$ cat src/rtl/shift_align_pkg.sv
// rtl/shift_align_pkg.sv - shared state encoding and sizing for the shift alignment controller
package shift_align_pkg;

  localparam int WIDTH_DEF = 16;
  localparam int CNT_W_DEF = $clog2(WIDTH_DEF);

  typedef enum logic [1:0] {
    IDLE = 2'd0,
    LOAD = 2'd1,
    SCAN = 2'd2,
    DONE = 2'd3
  } state_e;

endpackage

$ cat src/rtl/shift_align_ctrl_align_counter.sv
// rtl/shift_align_ctrl_align_counter.sv - shift counter with clear, increment and terminal flag at WIDTH-1
module align_counter #(
  parameter int WIDTH = 16,
  parameter int CNT_W = $clog2(WIDTH)
) (
  input  logic             clk,
  input  logic             rst,
  input  logic             clr,
  input  logic             inc,
  output logic [CNT_W-1:0] cnt,
  output logic             term
);

  logic [CNT_W-1:0] cnt_q;
  logic [CNT_W-1:0] cnt_d;

  // Clear wins over increment so a fresh operand always starts from zero
  always_comb begin
    cnt_d = cnt_q;
    if (clr) begin
      cnt_d = '0;
    end else if (inc) begin
      cnt_d = cnt_q + CNT_W'(1);
    end
  end

  // Count register
  always_ff @(posedge clk or posedge rst) begin
    if (rst) begin
      cnt_q <= '0;
    end else begin
      cnt_q <= cnt_d;
    end
  end

  assign cnt  = cnt_q;
  assign term = (cnt_q == CNT_W'(WIDTH - 1));

endmodule

$ cat src/rtl/shift_align_ctrl.sv
// rtl/shift_align_ctrl.sv - load/shift controller that left-aligns an operand's leading one; ALIGN_TIMEOUT_EN adds err
module shift_align_ctrl
  import shift_align_pkg::*;
#(
  parameter int WIDTH = WIDTH_DEF,
  parameter int CNT_W = $clog2(WIDTH)
) (
  input  logic             clk,
  input  logic             rst,
  input  logic             start,
  input  logic [WIDTH-1:0] data_in,
  input  logic [WIDTH-1:0] sr_out,
  output logic [WIDTH-1:0] sr_data,
  output logic             sr_load,
  output logic             sr_shift_en,
  output logic             sr_in_sh,
  output logic [CNT_W-1:0] shift_cnt,
  output logic             zero,
  output logic             busy,
`ifdef ALIGN_TIMEOUT_EN
  output logic             err,
`endif
  output logic             done
);

  state_e           state_q, state_d;
  logic [WIDTH-1:0] sr_data_q, sr_data_d;
  logic             zero_q, zero_d;
  logic             accept;
  logic             msb;
  logic             cnt_term;
  logic             shift_en;

  assign accept = (state_q == IDLE) && start;
  assign msb    = sr_out[WIDTH-1];

  // Shift only while scanning a nonzero operand whose MSB is not yet set;
  // the terminal count stops a runaway scan if the register disagrees with us
  assign shift_en = (state_q == SCAN) && !zero_q && !msb && !cnt_term;

  align_counter #(
    .WIDTH (WIDTH),
    .CNT_W (CNT_W)
  ) u_cnt (
    .clk  (clk),
    .rst  (rst),
    .clr  (accept),
    .inc  (shift_en),
    .cnt  (shift_cnt),
    .term (cnt_term)
  );

  // Next-state and operand capture
  always_comb begin
    state_d   = state_q;
    sr_data_d = sr_data_q;
    zero_d    = zero_q;
    case (state_q)
      IDLE: begin
        if (start) begin
          sr_data_d = data_in;
          zero_d    = (data_in == '0);
          state_d   = LOAD;
        end
      end
      LOAD: state_d = SCAN;
      SCAN: begin
        if (!shift_en) begin
          state_d = DONE;
        end
      end
      DONE: state_d = IDLE;
      default: state_d = IDLE;
    endcase
  end

  // State and captured operand registers
  always_ff @(posedge clk or posedge rst) begin
    if (rst) begin
      state_q   <= IDLE;
      sr_data_q <= '0;
      zero_q    <= 1'b0;
    end else begin
      state_q   <= state_d;
      sr_data_q <= sr_data_d;
      zero_q    <= zero_d;
    end
  end

`ifdef ALIGN_TIMEOUT_EN
  logic err_q, err_d;
  logic guard;

  assign guard = (state_q == SCAN) && !zero_q && !msb && cnt_term;

  // Sticky error when the scan gives up; a newly accepted operand clears it
  always_comb begin
    err_d = err_q;
    if (accept) begin
      err_d = 1'b0;
    end else if (guard) begin
      err_d = 1'b1;
    end
  end

  // Error flag register
  always_ff @(posedge clk or posedge rst) begin
    if (rst) begin
      err_q <= 1'b0;
    end else begin
      err_q <= err_d;
    end
  end

  assign err = err_q;
`endif

  assign sr_data     = sr_data_q;
  assign zero        = zero_q;
  assign sr_load     = (state_q == LOAD);
  assign sr_shift_en = shift_en;
  assign sr_in_sh    = 1'b0;
  assign busy        = (state_q == LOAD) || (state_q == SCAN);
  assign done        = (state_q == DONE);

endmodule

$ cat config.mk
export PLATFORM = sky130hd
export DESIGN_NAME = shift_align_ctrl
export DESIGN_NICKNAME = d
export VERILOG_FILES = /design/src/rtl/shift_align_pkg.sv /design/src/rtl/shift_align_ctrl_align_counter.sv /design/src/rtl/shift_align_ctrl.sv
export SDC_FILE = /design/constraint.sdc
export NUM_CORES = 1
export LEC_CHECK = 0
export CAP_MARGIN = 25
export CORE_MARGIN = 3
export CORE_UTILIZATION = 40
export CTS_CLUSTER_SIZE = 8
export DETAILED_ROUTE_END_ITERATION = 7
export DONT_BUFFER_PORTS = 1
export SYNTH_ARGS = -nofsm -noshare
export SYNTH_HDL_FRONTEND = slang
export SYNTH_SLANG_ARGS = --single-unit
$ cat constraint.sdc
create_clock -name clk -period 2 [get_ports clk]
set_input_delay 0.4 -clock clk [delete_from_list [all_inputs] [get_ports clk]]
set_output_delay 0.4 -clock clk [all_outputs]
set_load 0.05 [all_outputs]
==> impl_metrics.json, run 1 <==
{
  "hold_violations": 0,
  "dieWidth_um": 57.4,
  "clk_pin_slew_ps": 110,
  "wire_per_inst_um": 16.4,
  "fp.dieH_um": 57.4,
  "synthAdderAreaFrac_pct": 7.09,
  "synth_top_area_cell": "dfrtp_1",
  "synth_top_family_by_area": "multiplexers",
  "syn_avg_cell_area_sq_um": 12.6,
  "start_util_pct": 42.3,
  "status": "finished, violations left",
  "cts_sinks": 23,
  "n_antenna_cell": 0,
  "grt_overflow": 0,
  "ys_seq_area_share_pct": 54.4,
  "max_cap_viol_count": 0,
  "cts_hold_buf": 0,
  "drt_iter0_markers": 19,
  "synth_top_area_share_pct": 54.4,
  "grt_pass1_vias": 780,
  "dieArea_sq_mm": 0.00330,
  "dr.pass1.iters": 3,
  "drv_slew": 0,
  "synth-edff-count": 0,
  "grt_setup_unrepaired": "yes",
  "worst-r2r-cell-count": 6,
  "startpoint": "state_q[0]",
  "synth-seq-cells": 23,
  "synthArstFlopShare_pct": 100,
  "drive_above_1_share_pct": 37.2,
  "synthCells": 84,
  "cts_tree": "yes",
  "min_period_ps": 2020,
  "vias": 681,
  "hp-class": "in -> async",
  "synth-simple-area-share_pct": 10.9,
  "nets": 136,
  "worstPathRequired_ps": 1600,
  "antenna_found_initial": 0,
  "synth.net_count": 125,
  "cts_max_path_buffers": 2,
  "r2r_slack_ps": 230,
  "io_pins": 61,
  "critPathMaxFanout": 3,
  "ys_types": 26,
  "coreArea_sq_mm": 0.00250,
  "ant_nets": 0,
  "clock-root-buffer": "clkbuf_4",
  "ys.flop_type": "dfrtp_1",
  "vias_per_cell": 5.49,
  "final_util_pct": 48.0,
  "portBuffers": 0,
  "yosysWarnings": 0,
  "worstMarginPinSlew_ps": 841,
  "syn_to_final_growth_pct": 13.4,
  "synthMuxAreaShare_pct": 19.0,
  "min_period_over_period_pct": 101,
  "grt_usage_pct": 13.6,
  "wl_um": 2040,
  "fmax_ghz": 0.494,
  "dpl.hpwl_um": 1610,
  "worst_setup_path_start_kind": "flop",
  "cp-endpoint": "sr_shift_en",
  "r2r_end": "u_cnt.cnt[0]",
  "place_ws_ps": 52.9,
  "r2r-start": "state_q[0]",
  "violations": "setup timing",
  "std_cell_rows": 18,
  "clk_latency_ps": 300,
  "ys_top_cells_by_area": "dfrtp_1 (54%), mux2_2 (18%), ha_1 (7.1%)",
  "htree_levels": 1,
  "critPathCaptureType": "primary output",
  "grt_max_degree": 24,
  "drc": 0,
  "synth-xor-area-share_pct": 0,
  "synth_area_sq_mm": 0.00106,
  "cts_made_buffers": 3,
  "slew-limit-headroom_pct": 43.9,
  "worstSetupPathType": "reg -> out",
  "synth_compound_area_share_pct": 4.85,
  "setup_ws_ps": -23.1,
  "fin_worst_skew_ps": 0.994,
  "finalSetupViolations": 1,
  "crit_arrival_ps": 1620,
  "gp_congestion": 0.804,
  "grt_pass1_wl_um": 3510
}
[critical path, cell delays in order, from the launching register on]
cell and delay, ps:
dfrtp_1 410, inv_2 80, ha_4 130, or3b_4 400
nor2_4 300
[sequential cells by signal, summed over array words and instances (netlist names)]
signal and cells:
sr_data 16, u_cnt.cnt 4, state_q 2, zero 1
[metal layers]
| metal | share of wire (%) | global-route usage (%) | vias up |
|---|---|---|---|
| met5 | 0 | 0 | - |
| met1 | 39 | 16.2 | 329 |
| met2 | 50 | 21.5 | 31 |
| met3 | 10 | 5.66 | 4 |
| li1 | - | - | 317 |
| met4 | 1.2 | 5.96 | 0 |
[cells in the mapped netlist (2+ instances only)]
library cell / instances
inv_1: 4
a21oi_1: 4
nor4_1: 4
nand2_1: 2
dfrtp_1: 23
ha_1: 6
buf_2: 2
nor2_1: 2
or3_1: 2
mux2_2: 17
o21ai_0: 3
[worst min-delay path by stage]
stage               from          end  slack (ps)  depth (start not counted)
floorplan            rst   sr_data[0]         400                          1
global placement     rst  sr_data[13]         510                          1
detailed placement   rst  sr_data[15]         520                          1
CTS                  rst  sr_data[15]         170                          1
global route         rst  sr_data[13]         200                          1
finish               rst  sr_data[15]         150                          1
[through the flow]
stage | instances | TNS (ps) | hold slack (ps) | area, sq um
2_1_floorplan | 84 | -7.14 | 402 | 1070
3_3_place_gp | 116 | 0 | 508 | 1130
3_5_place_dp | 116 | 0 | 520 | 1130
4_1_cts | 123 | -16.0 | 175 | 1190
5_1_grt | 124 | -78.1 | 196 | 1200
6_report | 124 | -23.1 | 146 | 1200
[layout make-up]
cell class,count,area [sq um]
sequential,23,577
tap,30,37.5
inverter,4,15.0
timing repair buffer,10,75.1
clock buffer,4,26.3
fill,241,1300
multi-input combinational,53,469
[cell usage in the layout (no fill, tap or decap), types with 2 or more instances in the layout]
master    instances
a21oi_1           4
inv_1             3
clkbuf_4          3
nor4_1            4
mux2_2           17
or3_1             2
ha_1              5
dfrtp_1          22
nand2_1           2
buf_4            10
o21ai_0           3
[cells by family after synthesis]
group	after synthesis
muxes	18
AOI/OAI and AO/OA	9
and+or+nand+nor	19
other	1
buffers and inverters	8
DFF	23
adders and majority gates	6
[repair_timing]
item                       CTS  global route
setup endpoints to repair    1             1
resized for setup            4             1
setup buffers                3             1
pin swaps                    1             2
Power of run 1 is not shown: default switching activity piles up to over one toggle a cycle in this logic, so the estimate is an artifact.
==> run 2, diff against run 1 <==
--- a/config.mk
+++ b/config.mk
@@ -7,10 +7,12 @@
 export LEC_CHECK = 0
 export CAP_MARGIN = 25
 export CORE_MARGIN = 3
-export CORE_UTILIZATION = 40
+export CORE_UTILIZATION = 60
+export CTS_BUF_LIST = sky130_fd_sc_hd__clkbuf_16
 export CTS_CLUSTER_SIZE = 8
 export DETAILED_ROUTE_END_ITERATION = 7
 export DONT_BUFFER_PORTS = 1
+export PLACE_DENSITY = 0.76
 export SYNTH_ARGS = -nofsm -noshare
 export SYNTH_HDL_FRONTEND = slang
 export SYNTH_SLANG_ARGS = --single-unit
==> run 2 against run 1 <==
  * The flow now finishes without violations
  * Via count is 1.6% lower
  * Count of clock-buffer cells in the layout decreased by 1
  * Sequential share of layout area down 1.1 points
  * Design area is 2.2% higher
  * First-iteration DRC count decreased by 89%
  * Die area down 30%
  * Global-route usage up 5.1 points
  * Clock skew is essentially flat
  * Setup slack improved by 51 ps
  * Critical path type unchanged
  * Critical endpoint unchanged
  * Highest routed layer unchanged
==> impl_metrics.json, run 2 (synthesized netlist as in run 1, its figures left out) <==
{
  "final_area_sq_mm": 0.00123,
  "wl_um": 1970,
  "hold_violations": 0,
  "worstPathRequired_ps": 1600,
  "io_pins": 61,
  "grt_pass1_vias": 704,
  "cts_hold_buf": 0,
  "n_antenna_cell": 0,
  "dpl.hpwl_um": 1440,
  "vias": 670,
  "slew-limit-headroom_pct": 66.7,
  "cpPeakStageDelay_ps": 390,
  "drv_slew": 0,
  "finalSetupViolations": 0,
  "cts_max_path_buffers": 2,
  "drc": 0,
  "worstMarginPinSlew_ps": 500,
  "syn_to_final_growth_pct": 15.8,
  "grt_max_degree": 24,
  "nets": 135,
  "cts_sinks": 23,
  "cts_made_buffers": 3,
  "coreArea_sq_mm": 0.00158,
  "fmax_ghz": 0.507,
  "wire_per_inst_um": 18.1,
  "crit_family": "simple AND/OR/NAND/NOR gates",
  "portBuffers": 0,
  "final_common_cell": "dfrtp_1",
  "grt_pass1_wl_um": 2910,
  "hp-class": "in -> async",
  "highest_layer": "met4",
  "worstSetupPathType": "reg -> out",
  "clk_pin_slew_ps": 60,
  "dr.pass1.iters": 3,
  "dieArea_sq_mm": 0.00230,
  "wl_met1_um": 801,
  "cts_tree": "yes",
  "clock-root-buffer": "clkbuf_16",
  "drt_iter0_markers": 2,
  "dieWidth_um": 48,
  "fillers": 93,
  "drive_above_1_share_pct": 35.5,
  "status": "completed",
  "dpl-instance-area_sq_mm": 0.00111,
  "wl_met3_um": 167,
  "multiInputGateArea_sq_um": 469,
  "grt_usage_pct": 18.6,
  "gp_congestion": 0.677,
  "antenna_found_initial": 0,
  "grt_overflow": 0,
  "cp_num_buf_inv": 1,
  "vias_per_cell": 6.15,
  "clk_latency_ps": 250,
  "critPathMaxFanout": 4,
  "min_period_ps": 1970,
  "crit_arrival_ps": 1570,
  "std_cell_rows": 14,
  "tns_ps": 0,
  "critPathCaptureType": "primary output",
  "htree_levels": 1,
  "ant_nets": 0,
  "fp.dieH_um": 48,
  "crit_slowest_cell": "or3b_4",
  "largest_reg_flops": 16,
  "fin_worst_skew_ps": 1.44,
  "start_util_pct": 67.1,
  "path_cells": "inv_2 -> ha_4 -> or3b_4 -> nor2_4",
  "grt_setup_unrepaired": "yes",
  "worst_setup_path_start_kind": "flop",
  "max_cap_viol_count": 0,
  "mostFrequentLayoutCells": "dfrtp_1 (23), mux2_2 (17), buf_4 (9)",
  "seq_area_sq_um": 576,
  "min_period_over_period_pct": 98.6,
  "dr_wl_met2_um": 984
}
==> run 2: changes by cell type in the layout (fill, tap and decap cells not counted), sizes merged <==
cell    before  now
buf         10    9
clkbuf       4    3
inv          4    5
==> run 2: final cells by class <==
class	instances	share of cell area, %
sequential	23	46.9
tap	16	1.63
timing repair buffer	9	5.51
inverter	4	1.22
clock buffer	3	6.12
multi-input combinational	53	38.3
clock inverter	1	0.306
==> run 2: worst paths after layout <==
path                             from            to  slack (ps)  depth (start not counted)
setup / recovery           state_q[0]   sr_shift_en          30                          4
hold / removal                    rst    state_q[0]          70                          2
setup reg to reg           state_q[0]    state_q[1]         250                          6
hold reg to reg            state_q[1]    state_q[1]         640                          1
max in group asynchronous         rst  u_cnt.cnt[2]        1710                          2
min in group clk           data_in[4]    sr_data[4]         300                          1
==> run 2: routing by layer <==
layer  vias up  GRT usage (%)
li1        317              -
met1       321           23.1
met2        30           30.6
met3         2           4.89
met4         0           8.06
met5         -              0
==> run 2: stage by stage <==
stage / hold slack, ps / setup WS (ps) / instances / utilization, %
after floorplan: 402 / -7.14 / 84 / -
after global placement: 342 / 99.5 / 102 / 70.4
after detailed placement: 348 / 96.2 / 102 / 70.4
after CTS: 82.0 / 14.2 / 108 / 76.5
after global routing: 97.9 / -23.9 / 109 / 77.8
final: 71.4 / 28.1 / 109 / 77.8
==> run 2: what timing repair did <==
item                                    4_1_cts  5_1_grt
setup buffers                                 2        1
pin swaps                                     1        1
hold endpoints to repair                      0        0
endpoints found under the setup margin        1        1
resized for setup                             2        2
Power of run 2 is left out for the same reason.
